## config.mk

```make
export PLATFORM = sky130hd
export DESIGN_NAME = usb_tx_data_buffer
export DESIGN_NICKNAME = d
export VERILOG_FILES = /design/src/rtl/usb_tx_data_buffer.sv
export SDC_FILE = /design/constraint.sdc
export NUM_CORES = 1
export LEC_CHECK = 0
export CAP_MARGIN = 40
export CORE_ASPECT_RATIO = 0.75
export CORE_MARGIN = 2
export CORE_UTILIZATION = 40
export CTS_BUF_LIST = sky130_fd_sc_hd__clkbuf_4
export DETAILED_ROUTE_END_ITERATION = 8
export GPL_TIMING_DRIVEN = 0
export PLACE_DENSITY = 0.54
export SETUP_SLACK_MARGIN = 0.05
export SLEW_MARGIN = 20
export SYNTH_ARGS = -nofsm -noshare
export SYNTH_HDL_FRONTEND = slang
export SYNTH_SLANG_ARGS = --single-unit
```

## constraint.sdc

```tcl
create_clock -name clk -period 9.4 [get_ports clk]
set_input_delay 1.88 -clock clk [delete_from_list [all_inputs] [get_ports clk]]
set_output_delay 1.88 -clock clk [all_outputs]
set_load 0.02 [all_outputs]
```

## src/rtl/usb_tx_data_buffer.sv

```systemverilog
// First-word-fall-through byte FIFO feeding the USB TX serializer.
// Pushes come from the AHB-Lite slave; pops come from the TX controller.
module usb_tx_data_buffer #(
    parameter int DEPTH  = 64,
    parameter int ADDR_W = 6
) (
    input  logic              clk,
    input  logic              n_rst,
    input  logic              store_tx_data,
    input  logic [7:0]        tx_data_in,
    input  logic              get_tx_packet_data,
    input  logic              flush_buffer,
    output logic [7:0]        tx_packet_data,
    output logic [ADDR_W:0]   tx_packet_size,
    output logic              buffer_full,
    output logic              buffer_empty,
    output logic              overflow_err,
    output logic              underflow_err
);

    localparam logic [ADDR_W:0] DEPTH_CNT = (ADDR_W+1)'(DEPTH);

    logic [7:0]        r_mem [DEPTH];
    logic [ADDR_W-1:0] r_wr_ptr;
    logic [ADDR_W-1:0] r_rd_ptr;
    logic [ADDR_W:0]   r_count;
    logic              r_overflow;
    logic              r_underflow;

    logic w_empty;
    logic w_full;
    logic w_pop;
    logic w_push;

    assign w_empty = (r_count == '0);
    assign w_full  = (r_count == DEPTH_CNT);

    // A push into a full buffer is still legal when a pop frees a slot in the same cycle.
    assign w_pop  = get_tx_packet_data && !w_empty && !flush_buffer;
    assign w_push = store_tx_data && (!w_full || w_pop) && !flush_buffer;

    // NOTE: the storage array has no reset; its contents are don't-care until written,
    // and leaving it out of the reset keeps it a plain register file.
    always_ff @(posedge clk) begin
        if (w_push) begin
            r_mem[r_wr_ptr] <= tx_data_in;
        end
    end

    // NOTE: all sequential state uses non-blocking assignments so every register
    // sees the pre-edge values of its neighbours.
    always_ff @(posedge clk or negedge n_rst) begin
        if (!n_rst) begin
            r_wr_ptr    <= '0;
            r_rd_ptr    <= '0;
            r_count     <= '0;
            r_overflow  <= 1'b0;
            r_underflow <= 1'b0;
        end else if (flush_buffer) begin
            r_wr_ptr    <= '0;
            r_rd_ptr    <= '0;
            r_count     <= '0;
            r_overflow  <= 1'b0;
            r_underflow <= 1'b0;
        end else begin
            if (w_push) begin
                r_wr_ptr <= r_wr_ptr + ADDR_W'(1);
            end
            if (w_pop) begin
                r_rd_ptr <= r_rd_ptr + ADDR_W'(1);
            end
            if (w_push && !w_pop) begin
                r_count <= r_count + (ADDR_W+1)'(1);
            end else if (w_pop && !w_push) begin
                r_count <= r_count - (ADDR_W+1)'(1);
            end
            if (store_tx_data && !w_push) begin
                r_overflow <= 1'b1;
            end
            if (get_tx_packet_data && w_empty) begin
                r_underflow <= 1'b1;
            end
        end
    end

    assign tx_packet_data = w_empty ? 8'h00 : r_mem[r_rd_ptr];
    assign tx_packet_size = r_count;
    assign buffer_full    = w_full;
    assign buffer_empty   = w_empty;
    assign overflow_err   = r_overflow;
    assign underflow_err  = r_underflow;

endmodule

```

==> results.py <==
metrics = {
    "placed_design": {
        "dp_hpwl_um": 33200,
        "dpl-instance-area_sq_mm": 0.0226,
        "port_buffers": 30,
        "gp_congestion": 0.793,
    },
    "timing": {
        "timing.fmax_mhz": 159,
        "hold_viol": 0,
        "setup_violations": 0,
        "tightest_slew_ps": 887,
        "slew_violations": 0,
        "setup_tns_ps": 0,
        "fin_crit_sh": 0.670,
        "relSlewSlack": 0.406,
        "rsz0062_at_grt": "no",
        "skew_ps": 51.5,
        "period_minus_slack_ps": 6300,
    },
    "min_path": {
        "worst_hold_path.num_cells": 2,
        "min_from": "underflow_err$_DFFE_PN0P_",
        "hold_path.class": "register to register",
        "holdPathEnd": "underflow_err$_DFFE_PN0P_",
    },
    "clocking": {
        "hold_buffers": 0,
        "cts_tree": "done",
        "cts_made_buffers": 137,
        "htree_num_levels": 4,
        "cts_setup_buffers": 0,
        "clock_latency_ps": 850,
        "cts_resized": 0,
        "root_buffer": "clkbuf_4",
        "cts.clk_slew.worst_paths_ps": 70,
        "cts_max_path_buffers": 3,
        "cts_sinks": 533,
    },
    "global_routing": {
        "grt_pass1_vias": 11100,
        "grt_overflow": 0,
        "grt_antenna_before_repair": 3,
        "grt_usage": 0.194,
        "grt_max_degree": 65,
        "grt_first_pass_wirelength_um": 76000,
    },
    "power_and_ir_drop": {
        "power.leakage_nw": 7.79,
        "peakVddDrop_v": 0.000168,
        "power_density_mw_per_mm2": 246,
    },
    "critical_path": {
        "slowest_stage": "clkdlybuf4s50_1",
        "critPathLaunchType": "register",
        "crit_cells": 9,
        "slowest_delay_ps": 690,
        "worstPathRequired_ps": 7520,
        "reg2reg_depth": 13,
        "worstPathCellList": "buf_2 -> buf_2 -> clkbuf_1 -> mux4_2 -> mux2i_1 -> nand2_1 -> o211ai_1 -> a21oi_1 -> clkdlybuf4s50_1",
        "critical_path_buf_inv_count": 4,
        "timing.rr.end": "tx_packet_size[6]$_DFFE_PN0P_",
        "crit_fanout": 10,
        "crit_family": "buffers and inverters",
        "worst_ep_arrival_time_ps": 4420,
        "r2r_slack_ps": 5510,
        "cp-end-kind": "output port",
        "r2r-start": "tx_packet_size[0]$_DFFE_PN0P_",
        "worstSetupPathType": "register to output port",
        "path_common_cell": "buf_2",
    },
    "floorplanning": {
        "initial_utilization": 0.403,
        "rows": 73,
        "die_area_sq_mm": 0.0550,
        "fp.dieW_um": 270,
        "fp.coreArea_sq_mm": 0.0528,
        "die_h_um": 204,
        "io-pin-count": 32,
    },
    "layout": {
        "final_area_sq_mm": 0.0245,
        "area_growth_syn_to_layout_pct": 15.1,
        "fin_nets": 1275,
        "final_common_cell": "edfxtp_1",
        "drive_above_1_share": 0.342,
        "final_cell_mix": "edfxtp_1 (512), clkbuf_4 (198), mux4_2 (136), nor2_1 (90), buf_4 (51)",
    },
    "synth": {
        "yosysTopAreaCell": "edfxtp_1",
        "syn_inst": 1038,
        "synth_nets": 1060,
        "synth-seq-cells": 533,
        "synth.avg_cell_area_sq_um": 20.5,
        "synth_top_area_frac": 0.723,
        "synth_edf_count": 512,
        "ys_types": 48,
        "ys_seq_area_frac": 0.748,
        "synth.area.top_cells": "edfxtp_1 (72%), mux4_2 (14%), dfrtp_1 (2.5%)",
        "syn_area_sq_mm": 0.0213,
        "synth-warning-count": 0,
        "postSynth.asyncResetShare": 0.0394,
        "synth_ff_type": "edfxtp_1",
    },
    "routing": {
        "detailedRoute.firstIterationViolations": 1200,
        "drt_wl_total_um": 52600,
        "viasPerCell": 5.48,
        "wire_per_inst_um": 25.7,
        "ant_nets": 0,
        "drc_errors": 0,
        "first_pass_iters": 5,
        "vias": 11200,
    },
    "status": {
        "outcome": "finished, final reports clean",
    },
    "flow_run": {
        "cap_viol_max_count": 0,
    },
}
-- through the flow --
step	utilization	hold slack [ps]	power, mW	cells	setup slack [ps]
after detailed placement	0.428	496	4.15	1799	3660
after floorplan	-	539	3.63	1038	4910
after global routing	0.463	538	6.30	2048	2780
after CTS	0.459	517	6.08	2020	2930
final	0.463	515	6.01	2049	3100
after global placement	0.425	490	4.14	1780	3110
-- cell type report --
class / instances / area [sq um]
antenna: 2 / 5.00
clock buffer: 198 / 1490
buffer: 59 / 282
tap: 712 / 891
fill: 4578 / 28300
clock inverter: 23 / 140
multi-input combinational: 438 / 5060
sequential: 533 / 15900
inverter: 8 / 30.0
timing repair buffer: 76 / 667
-- worst min-delay path: stages (launching register included) --
cell and delay, ps:
dfrtp_1 350, a21oi_1 50, nor2_1 80
-- metal layers --
metal / part of all wire / track usage / vias up
met5: 0 / 0 / -
met4: 0.011 / 0.0438 / 0
met3: 0.082 / 0.0621 / 58
met2: 0.43 / 0.270 / 458
met1: 0.47 / 0.297 / 5937
li1: - / - / 4780
-- report_power, final --
group          leakage (nW)  switching (mW)  total, mW  internal [mW]
clock                 0.991           0.905       1.91           1.01
combinational          1.91           0.789       1.43          0.642
sequential             4.89          0.0317       2.66           2.63
-- kinds of logic (layout without fill, tap and decap cells) --
family,after synthesis,count (layout),synth area share
AOI/OAI and AO/OA,71,71,0.0231
xor gates and xnor gates,12,12,0.00494
adders and majority gates,9,9,0.00565
buffers and inverters,67,364,0.0147
DFF,533,533,0.748
muxes,182,182,0.167
other,0,2,0
and+or+nand+nor,164,164,0.0363
-- state kept, by name (all words and copies together) (netlist names) --
signal / count
r_wr_ptr: 6
overflow_err: 1
r_rd_ptr: 6
underflow_err: 1
r_mem: 512
tx_packet_size: 7
-- worst max-delay path by stage --
| stage | startpoint | to | slack, ps |
|---|---|---|---|
| after detailed placement | get_tx_packet_data | tx_packet_size[6]$_DFFE_PN0P_ | 3660 |
| after CTS | r_rd_ptr[1]$_DFFE_PN0P_ | tx_packet_data[6] | 2930 |
| after global placement | get_tx_packet_data | r_mem[48][2]$_DFFE_PP_ | 3110 |
| after global routing | r_rd_ptr[1]$_DFFE_PN0P_ | tx_packet_data[2] | 2780 |
| after floorplan | get_tx_packet_data | tx_packet_size[6]$_DFFE_PN0P_ | 4910 |
| final | r_rd_ptr[1]$_DFFE_PN0P_ | tx_packet_data[5] | 3100 |
-- cell usage after synthesis (7+ instances only) --
library cell,instances
a211oi_1,9
o211ai_1,8
nand2_1,18
edfxtp_1,512
inv_1,8
mux2i_1,20
nand3_1,11
dfrtp_1,21
buf_2,18
a21oi_1,22
clkbuf_1,27
ha_1,8
a221oi_1,9
nor2b_1,11
buf_1,7
mux2_2,26
xor2_1,8
nor2_1,91
mux4_2,136
o22ai_1,8
(Power assumes the default switching activity.)
